**src/rtl/ghash_pkg.sv**
```systemverilog
// Shared constants and types for the GHASH engine.
// Build option: define GHASH_DIGIT4_EN to process four multiplier bits per cycle.
package ghash_pkg;

  localparam int GHASH_W = 128;

  // Reduction constant 11100001 || 0^120, stored with GCM bit 0 at index 127
  localparam logic [GHASH_W-1:0] GHASH_R = {8'hE1, 120'd0};

  typedef enum logic {
    IDLE = 1'b0,
    MUL  = 1'b1
  } ghash_state_e;

`ifdef GHASH_DIGIT4_EN
  localparam int GHASH_STEPS = 4;
`else
  localparam int GHASH_STEPS = 1;
`endif

  // One MUL cycle per group of GHASH_STEPS multiplier bits
  localparam int GHASH_CYCLES = GHASH_W / GHASH_STEPS;
  localparam int GHASH_CNT_W  = $clog2(GHASH_CYCLES);
  localparam logic [GHASH_CNT_W-1:0] GHASH_CNT_MAX = GHASH_CNT_W'(GHASH_CYCLES - 1);

endpackage

```
**src/rtl/ghash_if.sv**
```systemverilog
// Block/digest bus between the GHASH engine and its surrounding GCM datapath.
interface ghash_if;
  import ghash_pkg::*;

  logic [GHASH_W-1:0] h_in;
  logic               init;
  logic               blk_valid;
  logic               blk_ready;
  logic [GHASH_W-1:0] blk_data;
  logic               blk_last;
  logic [GHASH_W-1:0] y_out;
  logic               y_valid;
  logic               busy;

  modport master (
    output h_in, init, blk_valid, blk_data, blk_last,
    input  blk_ready, y_out, y_valid, busy
  );

  modport slave (
    input  h_in, init, blk_valid, blk_data, blk_last,
    output blk_ready, y_out, y_valid, busy
  );

endinterface

```
**src/rtl/ghash_gf_step.sv**
```systemverilog
// One bit-step of the GF(2^128) shift-and-add multiplier (purely combinational).
module ghash_gf_step
  import ghash_pkg::*;
(
  input  logic [GHASH_W-1:0] z,
  input  logic [GHASH_W-1:0] v,
  input  logic               xbit,
  output logic [GHASH_W-1:0] z_n,
  output logic [GHASH_W-1:0] v_n
);

  // Accumulate V when the multiplier bit is set, then multiply V by x with reduction
  always_comb begin
    z_n = xbit ? (z ^ v) : z;
    v_n = v[0] ? ((v >> 1) ^ GHASH_R) : (v >> 1);
  end

endmodule

```
**src/rtl/ghash_core.sv**
```systemverilog
// Bit-serial GHASH engine: Y <- (Y ^ X) * H, one block per handshake.
// Build option: GHASH_DIGIT4_EN chains four multiplier steps per cycle.
module ghash_core
  import ghash_pkg::*;
#(
  parameter int WIDTH = GHASH_W
) (
  input  logic   clk,
  input  logic   rst,
  ghash_if.slave bus
);

  ghash_state_e state_q, state_d;

  logic [WIDTH-1:0]       x_q, v_q, z_q, y_q;
  logic [GHASH_CNT_W-1:0] cnt_q;
  logic                   last_q;
  logic                   y_valid_q;
  logic                   ready_c;
  logic                   busy_c;
  logic                   accept;
  logic                   mul_done;

  logic [GHASH_STEPS:0][WIDTH-1:0] z_c;
  logic [GHASH_STEPS:0][WIDTH-1:0] v_c;

  assign accept   = bus.blk_valid && (state_q == IDLE);
  assign mul_done = (state_q == MUL) && (cnt_q == GHASH_CNT_MAX);

  assign z_c[0] = z_q;
  assign v_c[0] = v_q;

  for (genvar k = 0; k < GHASH_STEPS; k++) begin : g_step
    ghash_gf_step u_step (
      .z    (z_c[k]),
      .v    (v_c[k]),
      .xbit (x_q[WIDTH-1-k]),
      .z_n  (z_c[k+1]),
      .v_n  (v_c[k+1])
    );
  end

  // State register
  always_ff @(posedge clk) begin
    if (rst) state_q <= IDLE;
    else     state_q <= state_d;
  end

  // Next-state decode; ready and busy come from the state register only
  always_comb begin
    state_d = state_q;
    ready_c = 1'b0;
    busy_c  = 1'b0;
    case (state_q)
      IDLE: begin
        ready_c = 1'b1;
        if (bus.blk_valid) state_d = MUL;
      end
      MUL: begin
        busy_c = 1'b1;
        if (cnt_q == GHASH_CNT_MAX) state_d = IDLE;
      end
      default: state_d = IDLE;
    endcase
  end

  // Datapath: load operands on acceptance, step the multiplier in MUL, publish Y at exit
  always_ff @(posedge clk) begin
    if (rst) begin
      x_q       <= '0;
      v_q       <= '0;
      z_q       <= '0;
      y_q       <= '0;
      cnt_q     <= '0;
      last_q    <= 1'b0;
      y_valid_q <= 1'b0;
    end else begin
      y_valid_q <= 1'b0;
      if (state_q == IDLE) begin
        if (bus.init) y_q <= '0;
        if (accept) begin
          x_q    <= bus.blk_data ^ (bus.init ? '0 : y_q);
          v_q    <= bus.h_in;
          z_q    <= '0;
          cnt_q  <= '0;
          last_q <= bus.blk_last;
        end
      end else begin
        z_q   <= z_c[GHASH_STEPS];
        v_q   <= v_c[GHASH_STEPS];
        x_q   <= x_q << GHASH_STEPS;
        cnt_q <= cnt_q + GHASH_CNT_W'(1);
        if (mul_done) begin
          y_q       <= z_c[GHASH_STEPS];
          y_valid_q <= last_q;
        end
      end
    end
  end

  assign bus.blk_ready = ready_c;
  assign bus.busy      = busy_c;
  assign bus.y_out     = y_q;
  assign bus.y_valid   = y_valid_q;

endmodule
```
**src/flat_wrapper.sv**
```systemverilog
// flat-port wrapper written by rule: the top's interface ports become plain ports
module ghash_core_flat import ghash_pkg::*;
#(
  parameter int WIDTH = GHASH_W
)
  (clk, rst, bus_h_in, bus_init, bus_blk_valid, bus_blk_data, bus_blk_last, bus_blk_ready, bus_y_out, bus_y_valid, bus_busy);
  ghash_if bus_i ();
  input  logic clk;
  input  logic rst;
  input wire logic [$bits(bus_i.h_in)-1:0] bus_h_in;
  input wire logic [$bits(bus_i.init)-1:0] bus_init;
  input wire logic [$bits(bus_i.blk_valid)-1:0] bus_blk_valid;
  input wire logic [$bits(bus_i.blk_data)-1:0] bus_blk_data;
  input wire logic [$bits(bus_i.blk_last)-1:0] bus_blk_last;
  output wire logic [$bits(bus_i.blk_ready)-1:0] bus_blk_ready;
  output wire logic [$bits(bus_i.y_out)-1:0] bus_y_out;
  output wire logic [$bits(bus_i.y_valid)-1:0] bus_y_valid;
  output wire logic [$bits(bus_i.busy)-1:0] bus_busy;
  assign bus_i.h_in = bus_h_in;
  assign bus_i.init = bus_init;
  assign bus_i.blk_valid = bus_blk_valid;
  assign bus_i.blk_data = bus_blk_data;
  assign bus_i.blk_last = bus_blk_last;
  assign bus_blk_ready = bus_i.blk_ready;
  assign bus_y_out = bus_i.y_out;
  assign bus_y_valid = bus_i.y_valid;
  assign bus_busy = bus_i.busy;
  ghash_core #(.WIDTH(WIDTH)) u_core (.clk(clk), .rst(rst), .bus(bus_i));
endmodule
```
**config.mk**
```make
export PLATFORM = sky130hd
export DESIGN_NAME = ghash_core_flat
export DESIGN_NICKNAME = d
export VERILOG_FILES = /design/src/rtl/ghash_pkg.sv /design/src/rtl/ghash_if.sv /design/src/rtl/ghash_gf_step.sv /design/src/rtl/ghash_core.sv /design/src/flat_wrapper.sv
export SDC_FILE = /design/constraint.sdc
export NUM_CORES = 1
export LEC_CHECK = 0
export BUFFER_PORTS_ARGS = -buffer_cell sky130_fd_sc_hd__buf_4
export CORE_MARGIN = 2
export CORE_UTILIZATION = 52
export CTS_CLUSTER_DIAMETER = 120
export DETAILED_ROUTE_END_ITERATION = 6
export PLACE_DENSITY = 0.77
export SKIP_LAST_GASP = 1
export SLEW_MARGIN = 30
export SYNTH_ARGS = -nofsm -noshare
export SYNTH_HDL_FRONTEND = slang
export SYNTH_SLANG_ARGS = --single-unit
```
**constraint.sdc**
```tcl
create_clock -name clk -period 1.7 [get_ports clk]
set_clock_uncertainty 0.1 [all_clocks]
set_input_delay 0.425 -clock clk [delete_from_list [all_inputs] [get_ports clk]]
set_output_delay 0.425 -clock clk [all_outputs]
set_load 0.05 [all_outputs]
```
==> run metrics <==
drt first pass iters 7; WP data arrival 1.29 ns; Die H 228 µm; Core ar. 49200 µm²; die area 51800 µm²; die span in x 228 µm; hold-critical path depth 3; crit path to bus_blk_ready; Netlist cell types 36; Crit Path Class reg2out; Initial DRC Count 1771; clk root buf clkbuf_16; Worst setup SP type flop; largest net degree at the start of global routing 127; post-synthesis sequential area ratio 0.402; flops & latches, synth 522; critical path data required time 1.17 ns; setup violators final 102; Worst setup EP type primary output; Filler Cells Inserted 3703; GRT Residual Overflow 0; worst reg2reg path depth 9; post-synth top area share 0.402; Commonest cells post-synth nor2_1, dfxtp_1, nand2_1, a21oi_1, xnor2_1; max-cap viol count 0; CTS tree yes; via/cell ratio 5.56; Critical Path Start u_core.state_q; Inserted Clock Buffers 55; vias in the first global route 22100; CTS sink count 522; most used flip-flop cell after synthesis dfxtp_1; worst flop-to-flop path endpoint u_core.bus.y_out[80]; crit path max fanout 4; syn_nets 3388; most frequent cell after synthesis nor2_1; setup TNS -4.61 ns; hpwl dp 47700 µm; Max H-tree Level 2; Setup WS post-layout -0.120 ns; top cells by area, synth dfxtp_1, nor2_1, a21oi_1, nand2_1, xnor2_1; worst r2r src u_core.state_q; IO Pins 392; worst slew pin tran 0.525 ns; final number of hold-violating endpoints 0; YS warnings 0; mean routed wirelength per cell 18.0 µm; total power 29.4 mW; reg-to-reg slack, setup -0.11 ns; hold crit path type in2reg; f_max 0.549 GHz; Area growth syn-to-layout 28.8%; part of the cycle the worst path needs 1.07; final slew viol count 0; post-place instance area 30000 µm²; antenna viol nets, final 0; area of the multi-input gates 14600 µm²; ys async rst share 0; first-pass GRT wire length 113000 µm; status complete, but fails checks; Worst Hold Margin 0.0448 ns; synthesized area per cell 8.31 µm²; Clk pin slew, worst setup/hold paths 0.07 ns; Ant. Diodes 0; RD Place Congestion 0.883; number of flops mapped to enable cells by yosys 0; Final Util 0.681; P per Cell Area 879 nW/µm²; row cnt 81; ratio of cells with drive above 1 in the final layout 0.267; RSZ-0062 raised after global routing true; Nets 3707; DR DRC count 4; Clock Path Buffers 3; Initial Utilization 0.529; dominant cell type by area after synthesis dfxtp_1; initial antenna violation count 0; Total GRT Usage 0.268; Final min period 1.82 ns; Clock Latency Late Sink 0.61 ns; Final Cell Area 33500 µm²; final wirelength 74400 µm; Reg area 10700 µm²; Leak 13.1 nW; failing checks DRC, setup timing; synthesized area 26000 µm²; worst vdd rail ir drop 0.000675 V; Relative slew margins 0.650; Via Count 23000; synthesized netlist cell count 3126; number of port buffers 391
## how the worst min path moves through the flow
stage	start	to	slack, ns
after floorplan	u_core.x_q[99]	u_core.x_q[100]	0.33
after global placement	u_core.x_q[13]	u_core.x_q[14]	0.33
after detailed placement	u_core.x_q[39]	u_core.x_q[40]	0.34
after CTS	bus_blk_data[0]	u_core.x_q[0]	0.02
after global routing	bus_blk_data[0]	u_core.x_q[0]	0.04
final	bus_blk_data[0]	u_core.x_q[0]	0.04
## power breakdown
group          switching (mW)  total [mW]  leakage [nW]  internal [mW]
Combinational            1.96        3.66          7.85           1.70
Clock                    4.98        12.8         0.933           7.79
Sequential              0.323        13.0          4.33           12.6
Total                    7.26        29.4          13.1           22.1
## per-stage QoR
stage	setup WS, ns	instances
3_5_place_dp	-0.0873	4025
3_3_place_gp	-0.00898	4025
4_1_cts	-0.141	4129
5_1_grt	-0.158	4146
6_report	-0.120	4146
2_1_floorplan	0.0113	3126
## critical path: stages (launching register included)
cell and delay (ns):
dfxtp_4 0.36, buf_12 0.14, inv_16 0.04, buf_12 0.14
## flip-flops by register name, indices dropped and copies added, names as in the netlist
name / flops
u_core.last_q: 1
u_core.bus.y_out: 128
u_core.x_q: 128
u_core.cnt_q: 7
u_core.bus.y_valid: 1
u_core.z_q: 128
u_core.state_q: 1
u_core.v_q: 128
## cells in the final DEF (no fill, tap or decap), drive strengths merged, types with 2 or more instances in the layout
master / netlist / final
o211ai: 33 / 33
buf: 117 / 518
nor2: 610 / 610
dfxtp: 522 / 522
or2: 2 / 2
a211o: 127 / 127
bufinv: 0 / 9
nor3b: 128 / 128
xnor2: 159 / 159
mux2: 97 / 97
nor2b: 128 / 128
or3: 3 / 3
a21oi: 322 / 322
clkbuf: 147 / 83
inv: 2 / 3
o21ai: 2 / 2
mux2i: 130 / 130
nand4: 2 / 2
xor2: 100 / 100
clkinv: 0 / 7
nand3: 2 / 2
nand2: 386 / 386
o21ba: 97 / 97
a211oi: 4 / 4
## cell families (layout without fill, tap and decap cells)
kind of cell | after synthesis | after routing | share of synthesized area
fa+ha+maj | 1 | 1 | 0.000482
mux | 227 | 227 | 0.0921
xor+xnor | 259 | 259 | 0.0873
simple gates | 1264 | 1264 | 0.217
compound gates | 587 | 587 | 0.154
buf+inv | 266 | 622 | 0.0465
flops | 522 | 522 | 0.402
## area by class of cell
| class | count | area share |
|---|---|---|
| Multi-Input combinational cell | 2338 | 0.435 |
| Timing Repair Buffer | 526 | 0.164 |
| Tap cell | 664 | 0.0248 |
| Inverter | 2 | 0.000711 |
| Sequential cell | 522 | 0.319 |
| Clock buffer | 77 | 0.0473 |
| Clock inverter | 17 | 0.00942 |
## per-layer routing
layer / global-route usage / part of all wire
met5: 0 / 0
met4: 0.0987 / 0.032
met2: 0.470 / 0.50
met1: 0.335 / 0.42
met3: 0.0381 / 0.056
## repair_timing
item,CTS,global route
pin swaps,0,34
setup endpoints to repair,228,254
hold buffers,1,0
setup buffers,6,11
endpoints found under the hold margin,1,0
gates cloned,3,8
gates resized for setup,304,95
Note: power is estimated with default switching activity, not from simulation.
